### config.mk
export PLATFORM = sky130hd
export DESIGN_NAME = mitchell_mul_pipe
export DESIGN_NICKNAME = d
export VERILOG_FILES = /design/src/rtl/mbm_pkg.sv /design/src/rtl/mbm_lod_enc.sv /design/src/rtl/mitchell_mul_pipe.sv
export SDC_FILE = /design/constraint.sdc
export NUM_CORES = 1
export LEC_CHECK = 0
export ABC_AREA = 1
export CAP_MARGIN = 30
export CORE_UTILIZATION = 56
export CTS_CLUSTER_DIAMETER = 120
export DETAILED_ROUTE_END_ITERATION = 8
export GPL_TIMING_DRIVEN = 0
export PLACE_DENSITY = 0.85
export SETUP_SLACK_MARGIN = 0.1
export SYNTH_ARGS = -nofsm -noshare
export SYNTH_HDL_FRONTEND = slang
export SYNTH_SLANG_ARGS = --single-unit
### constraint.sdc
create_clock -name clk -period 2.15 [get_ports clk]
set_input_delay 0.3225 -clock clk [delete_from_list [all_inputs] [get_ports clk]]
set_output_delay 0.3225 -clock clk [all_outputs]
set_load 0.005 [all_outputs]
### src/rtl/mbm_pkg.sv
// Shared widths, mode encodings and helpers for the pipelined Mitchell/MBM multiplier.
package mbm_pkg;

    function automatic int clog2(input int v);
        int r;
        r = 0;
        while ((1 << r) < v) r++;
        return r;
    endfunction

    localparam int N_DEF = 8;
    localparam int L_DEF = 3;
    localparam int K_W   = clog2(N_DEF);
    localparam int FS_W  = L_DEF + 2;

    localparam logic MODE_MITCHELL = 1'b0;
    localparam logic MODE_MBM      = 1'b1;

endpackage

### src/rtl/mbm_lod_enc.sv
// Leading-one detector plus L-bit fraction extract for one operand.
module mbm_lod_enc
    import mbm_pkg::*;
#(
    parameter int N  = N_DEF,
    parameter int L  = L_DEF,
    parameter int KW = K_W
) (
    input  logic [N-1:0]  op,
    output logic [KW-1:0] k,
    output logic [L-1:0]  x,
    output logic          zero
);

    logic [N-2:0] norm;

    always_comb begin
        k = '0;
        for (int i = 0; i < N; i++) begin
            if (op[i]) k = KW'(i);
        end
        // Left-justify the bits below the leading one; short operands pad with zeros.
        norm = op[N-2:0] << (KW'(N - 1) - k);
        x    = L'(norm >> (N - 1 - L));
        zero = (op == '0);
    end

endmodule

### src/rtl/mitchell_mul_pipe.sv
// Three-stage approximate unsigned multiplier (Mitchell / minimally-biased) with
// valid/ready on both sides and a single global stall.
module mitchell_mul_pipe
    import mbm_pkg::*;
#(
    parameter int N      = N_DEF,
    parameter int L      = L_DEF,
    parameter int CORR_Q = 1
) (
    input  logic           clk,
    input  logic           rst_n,
    input  logic           in_valid,
    output logic           in_ready,
    input  logic [N-1:0]   B1,
    input  logic [N-1:0]   B2,
    input  logic           mode,
    output logic           out_valid,
    input  logic           out_ready,
    output logic [2*N-1:0] prod,
    output logic           sat
);

    localparam int STAGES = 3;
    localparam int KW     = clog2(N);
    localparam int FW     = L + 2;
    localparam int PW     = 2 * N;
    localparam int W      = FW + PW;

    logic [STAGES:1] vld_pipe;
    logic            advance;

    assign advance   = !vld_pipe[STAGES] || out_ready;
    assign in_ready  = advance;
    assign out_valid = vld_pipe[STAGES];

    // S1: per-operand log encode
    logic [KW-1:0] k1, k2;
    logic [L-1:0]  x1, x2;
    logic          z1, z2;

    mbm_lod_enc #(.N(N), .L(L), .KW(KW)) u_lod [1:0] (
        .op   ({B2, B1}),
        .k    ({k2, k1}),
        .x    ({x2, x1}),
        .zero ({z2, z1})
    );

    logic [KW-1:0] s1_k1, s1_k2;
    logic [L-1:0]  s1_x1, s1_x2;
    logic          s1_zero, s1_mode;

    // S2: log-domain add
    logic [KW:0]   ks_d;
    logic [FW-1:0] fs_d;

    always_comb begin
        ks_d = (KW+1)'(s1_k1) + (KW+1)'(s1_k2);
        fs_d = FW'(s1_x1) + FW'(s1_x2);
        if (s1_mode == MODE_MBM) fs_d = fs_d + FW'(CORR_Q);
    end

    logic [KW:0]   s2_ks;
    logic [FW-1:0] s2_fs;
    logic          s2_zero;

    // S3: antilog; the wide intermediate keeps every shifted-out bit for the overflow test
    logic [W-1:0]  mant, shr;
    logic [PW-1:0] prod_d;
    logic          sat_d;

    always_comb begin
        if (s2_fs < FW'(1 << L)) mant = (W'(1 << L) + W'(s2_fs)) << s2_ks;
        else                     mant = W'(s2_fs) << (s2_ks + 1'b1);
        shr    = mant >> L;
        prod_d = shr[PW-1:0];
        sat_d  = 1'b0;
        if (s2_zero) begin
            prod_d = '0;
        end else if (|shr[W-1:PW]) begin
            prod_d = '1;
            sat_d  = 1'b1;
        end
    end

    always_ff @(posedge clk or negedge rst_n) begin
        if (!rst_n) begin
            vld_pipe <= '0;
            s1_k1    <= '0;
            s1_k2    <= '0;
            s1_x1    <= '0;
            s1_x2    <= '0;
            s1_zero  <= 1'b0;
            s1_mode  <= MODE_MITCHELL;
            s2_ks    <= '0;
            s2_fs    <= '0;
            s2_zero  <= 1'b0;
            prod     <= '0;
            sat      <= 1'b0;
        end else if (advance) begin
            vld_pipe <= {vld_pipe[STAGES-1:1], in_valid};
            s1_k1    <= k1;
            s1_k2    <= k2;
            s1_x1    <= x1;
            s1_x2    <= x2;
            s1_zero  <= z1 || z2;
            s1_mode  <= mode;
            s2_ks    <= ks_d;
            s2_fs    <= fs_d;
            s2_zero  <= s1_zero;
            prod     <= prod_d;
            sat      <= sat_d;
        end
    end

endmodule

==> results of run 1 <==
==> power by group through the flow <==
| stage | combinational, mW | sequential [mW] | clock [mW] |
|---|---|---|---|
| final | 3.11 | 1.35 | 0.680 |
| after floorplan | 2.05 | 1.33 | 0 |
| after CTS | 3.01 | 1.34 | 0.688 |
| after global placement | 2.96 | 1.35 | 0 |
| after global routing | 3.50 | 1.38 | 0.721 |
| after detailed placement | 2.97 | 1.36 | 0 |
==> layout make-up <==
cell class,count,share of cell area
multi-input combinational,370,0.469
sequential,44,0.292
timing repair buffer,42,0.112
inverter,51,0.0507
tap,70,0.0232
clock buffer,6,0.0219
buffer,13,0.0219
clock inverter,2,0.0103
==> metrics by stage <==
step	setup WS (ps)	total power, mW	TNS [ps]
floorplan	440	3.38	0
global placement	-401	4.31	-17700
detailed placement	-178	4.33	-203
CTS	143	5.05	0
global route	91.6	5.60	0
finish	165	5.14	0
==> worst max-delay path, delay by kind of cell <==
kind,cells,cell delay (ps)
buffers and inverters,4,1270
and+or+nand+nor,1,60
==> state kept, by name (all words and copies together), names as in the netlist <==
name,flops
vld_pipe,3
s2_fs,5
sat,1
s2_zero,1
prod,16
s1_x1,3
s1_k1,3
s1_k2,3
s1_mode,1
s2_ks,4
s1_x2,3
s1_zero,1
==> metal layers <==
metal / global-route usage / wire, µm
met1: 0.414 / 3870
met2: 0.451 / 3560
met3: 0.0575 / 524
met4: 0.110 / 131
met5: 0 / 0
==> cell families (layout without fill, tap and decap cells) <==
| kind of cell | Yosys count | in the layout | synth area share |
|---|---|---|---|
| buffers and inverters | 64 | 114 | 0.0847 |
| AO/OA/AOI/OAI | 61 | 61 | 0.105 |
| XOR/XNOR | 6 | 6 | 0.0193 |
| adder cells (fa/ha/maj) | 12 | 12 | 0.0530 |
| AND/OR/NAND/NOR | 291 | 291 | 0.385 |
| flip-flops | 44 | 44 | 0.353 |
==> path summary, 6_finish.rpt <==
check                                 start  depth (start not counted)  slack, ps          end
worst max-delay path              out_ready                          5        170     in_ready
worst min-delay path            vld_pipe[2]                          1        480  vld_pipe[3]
worst max register to register     s2_ks[1]                          8        240     prod[12]
worst min register to register  vld_pipe[2]                          1        480  vld_pipe[3]
max in group asynchronous             rst_n                          3       1160     s2_fs[3]
min in group asynchronous             rst_n                          2        500  vld_pipe[1]
==> placed cells by master (no fill, tap or decap), drive strengths merged <==
cell type | synthesis | layout
a21boi | 1 | 1
nand3b | 1 | 1
ha | 10 | 10
xnor2 | 1 | 1
or2 | 4 | 4
nor2 | 31 | 31
nand2 | 192 | 192
buf | 4 | 7
nor3 | 2 | 2
o21ai | 42 | 42
o31ai | 1 | 1
a31oi | 1 | 1
nor4 | 1 | 1
xor2 | 5 | 5
clkbuf | 9 | 15
bufinv | 0 | 1
a21oi | 9 | 9
nand4 | 2 | 2
nand3 | 57 | 57
clkdlybuf4s50 | 0 | 38
o22ai | 2 | 2
dfrtp | 44 | 44
clkinv | 1 | 2
fa | 2 | 2
inv | 50 | 50
o21a | 2 | 2
nor2b | 1 | 1
o211ai | 3 | 3
dlygate4sd3 | 0 | 1
==> timing repair <==
item | in CTS | in global routing
hold buffers | 1 | 0
pin swaps | 0 | 0
gates resized for setup | 5 | 6
endpoints found under the setup margin | 1 | 16
buffers inserted | 0 | 1
hold endpoints to repair | 19 | 0
==> run_summary.xml, run 1 <==
<?xml version="1.0" encoding="UTF-8"?>
<metrics>
  <group name="final_layout">
    <metric name="layout.cell_area.non_filler" unit="µm²">3780</metric>
    <metric name="fillCellCount" unit="">451</metric>
    <metric name="ff_latch_area" unit="µm²">1100</metric>
    <metric name="area_delta_synth_final" unit="%">21.2</metric>
    <metric name="drive_gt1_frac" unit="">0.0549</metric>
    <metric name="multi_input_area" unit="µm²">1770</metric>
    <metric name="insertedDiodeCount" unit="">0</metric>
    <metric name="finish.cell_count_without_fillers" unit="">598</metric>
    <metric name="nets" unit="">560</metric>
    <metric name="layout.core_utilization" unit="">0.721</metric>
  </group>
  <group name="timing">
    <metric name="rsz0062_at_grt" unit="">no</metric>
    <metric name="finalCriticalPeriod" unit="ps">1980</metric>
    <metric name="min_period_over_period" unit="">0.923</metric>
    <metric name="finalHoldViolCount" unit="">0</metric>
    <metric name="timing_max_transition_violations_final" unit="">0</metric>
    <metric name="relSlewSlack" unit="">0.446</metric>
    <metric name="achievable-frequency" unit="GHz">0.504</metric>
    <metric name="clock_skew_after_layout" unit="ps">8.25</metric>
    <metric name="timing_worst_slew_pin_value" unit="ps">824</metric>
    <metric name="fin_worst_hold_slack" unit="ps">478</metric>
    <metric name="report.final.setup_viol" unit="">0</metric>
  </group>
  <group name="place">
    <metric name="last_weighted_congestion_value_of_the_routability_driven_placer" unit="">1.00</metric>
    <metric name="dpl_cell_area" unit="µm²">3610</metric>
    <metric name="placement.io_buffers" unit="">39</metric>
    <metric name="post-dp-hpwl" unit="µm">6200</metric>
    <metric name="dpl.cell_count" unit="">588</metric>
  </group>
  <group name="clock_network">
    <metric name="cts_tree" unit="">yes</metric>
    <metric name="clock_latency" unit="ps">300</metric>
    <metric name="cts.sinks" unit="">44</metric>
    <metric name="clock_path_buffers" unit="">2</metric>
    <metric name="clk_root_buffer_cell" unit="">sky130_fd_sc_hd__clkbuf_8</metric>
    <metric name="clk_pin_slew" unit="ps">90</metric>
    <metric name="cts-buffers-inserted" unit="">5</metric>
    <metric name="h_tree_levels" unit="">2</metric>
  </group>
  <group name="synth">
    <metric name="synthMostInstantiatedCell" unit="">sky130_fd_sc_hd__nand2_1</metric>
    <metric name="ys.flop_type" unit="">sky130_fd_sc_hd__dfrtp_1</metric>
    <metric name="post_synth_edffs" unit="">0</metric>
    <metric name="yosysWarningCount" unit="">0</metric>
    <metric name="netlist_area_pre_place" unit="µm²">3120</metric>
    <metric name="synth-seq-cells" unit="">44</metric>
    <metric name="synthArstFlopShare" unit="">1.00</metric>
    <metric name="syn-instance-count" unit="">478</metric>
    <metric name="post-synth-top-area-cell" unit="">sky130_fd_sc_hd__dfrtp_1</metric>
    <metric name="sequential_cell_area_fraction_in_the_yosys_report" unit="">0.353</metric>
    <metric name="yosys-top-cells-area" unit="">sky130_fd_sc_hd__dfrtp_1 35%, sky130_fd_sc_hd__nand2_1 23%, sky130_fd_sc_hd__nand3_1 8.8%, sky130_fd_sc_hd__o21ai_0 6.4%, sky130_fd_sc_hd__inv_1 6.0%</metric>
    <metric name="synthDominantCellAreaShare" unit="">0.353</metric>
    <metric name="synthesis.nets" unit="">511</metric>
    <metric name="netlist-cell-type-count" unit="">30</metric>
    <metric name="ys_top_cells_by_count" unit="">192 x sky130_fd_sc_hd__nand2_1, 55 x sky130_fd_sc_hd__nand3_1, 50 x sky130_fd_sc_hd__inv_1</metric>
    <metric name="synth_area_per_cell" unit="µm²">6.52</metric>
  </group>
  <group name="run">
    <metric name="maxCapViolCount" unit="">0</metric>
  </group>
  <group name="die">
    <metric name="core_area" unit="µm²">5240</metric>
    <metric name="die_area" unit="µm²">5870</metric>
    <metric name="io_pins" unit="">40</metric>
    <metric name="fp-row-count" unit="">26</metric>
    <metric name="initial_core_util" unit="">0.595</metric>
    <metric name="width_of_the_chip" unit="µm">76.6</metric>
    <metric name="dieHeight" unit="µm">76.6</metric>
  </group>
  <group name="pwr">
    <metric name="vdd_ir_drop_max" unit="mV">0.715</metric>
    <metric name="power-per-cell-area" unit="nW/µm²">1360</metric>
    <metric name="clkPwrFrac" unit="">0.132</metric>
    <metric name="power_switching_share" unit="">0.478</metric>
    <metric name="combinationalPowerShare" unit="">0.605</metric>
    <metric name="intPower" unit="mW">2.68</metric>
    <metric name="cellLeakagePower" unit="nW">1.93</metric>
    <metric name="netSwitchingPower" unit="mW">2.46</metric>
    <metric name="pwr-share-seq" unit="">0.262</metric>
  </group>
  <group name="drt">
    <metric name="via_per_inst" unit="">5.46</metric>
    <metric name="detailedRoute.firstIterationViolations" unit="">364</metric>
    <metric name="drt-pass1-iter-count" unit="">6</metric>
    <metric name="post-route-drc-count" unit="">0</metric>
    <metric name="route.final.wire_length" unit="µm">8080</metric>
    <metric name="antenna_left" unit="">0</metric>
    <metric name="detail_routed_net_length_per_standard_cell" unit="µm">13.5</metric>
    <metric name="num_vias" unit="">3265</metric>
  </group>
  <group name="grt">
    <metric name="grt_max_degree" unit="">26</metric>
    <metric name="global_route_usage_sum" unit="">0.295</metric>
    <metric name="via_count_of_the_first_global_routing_pass" unit="">2939</metric>
    <metric name="grt_first_pass_wirelength" unit="µm">13500</metric>
    <metric name="grt_antenna_before_repair" unit="">0</metric>
    <metric name="global_route.overflow_total" unit="">0</metric>
  </group>
  <group name="setup_path">
    <metric name="cp_data_arrival_time" unit="ps">1660</metric>
    <metric name="setup.worst_path.end_class" unit="">primary output</metric>
    <metric name="crit_top_cell" unit="">sky130_fd_sc_hd__clkdlybuf4s50_1</metric>
    <metric name="worstPathCellList" unit="">clkdlybuf4s50_1, nor2_2, inv_2, clkbuf_8, clkdlybuf4s50_1</metric>
    <metric name="cp_max_fo" unit="">10</metric>
    <metric name="crit_path_start_kind" unit="">input pin</metric>
    <metric name="max_stage_delay" unit="ps">500</metric>
    <metric name="crit_slowest_cell" unit="">sky130_fd_sc_hd__clkdlybuf4s50_1</metric>
    <metric name="critical_path_required" unit="ps">1830</metric>
    <metric name="timing_worst_setup_path_type" unit="">input pin to primary output</metric>
  </group>
  <group name="run_status">
    <metric name="outcome" unit="">finished, final reports clean</metric>
  </group>
  <group name="min_path">
    <metric name="min_path_type" unit="">register to register</metric>
  </group>
</metrics>
No activity file was read; power rests on OpenSTA's default activity.
==> run 2: changes to the inputs <==
--- a/config.mk
+++ b/config.mk
@@ -8,7 +8,7 @@
 export ABC_AREA = 1
 export CAP_MARGIN = 30
 export CORE_UTILIZATION = 56
-export CTS_CLUSTER_DIAMETER = 120
+export CTS_CLUSTER_DIAMETER = 80
 export DETAILED_ROUTE_END_ITERATION = 8
 export GPL_TIMING_DRIVEN = 0
 export PLACE_DENSITY = 0.85
==> results of run 2 <==
Final layout, timing and power as in run 1 (identical DEF).
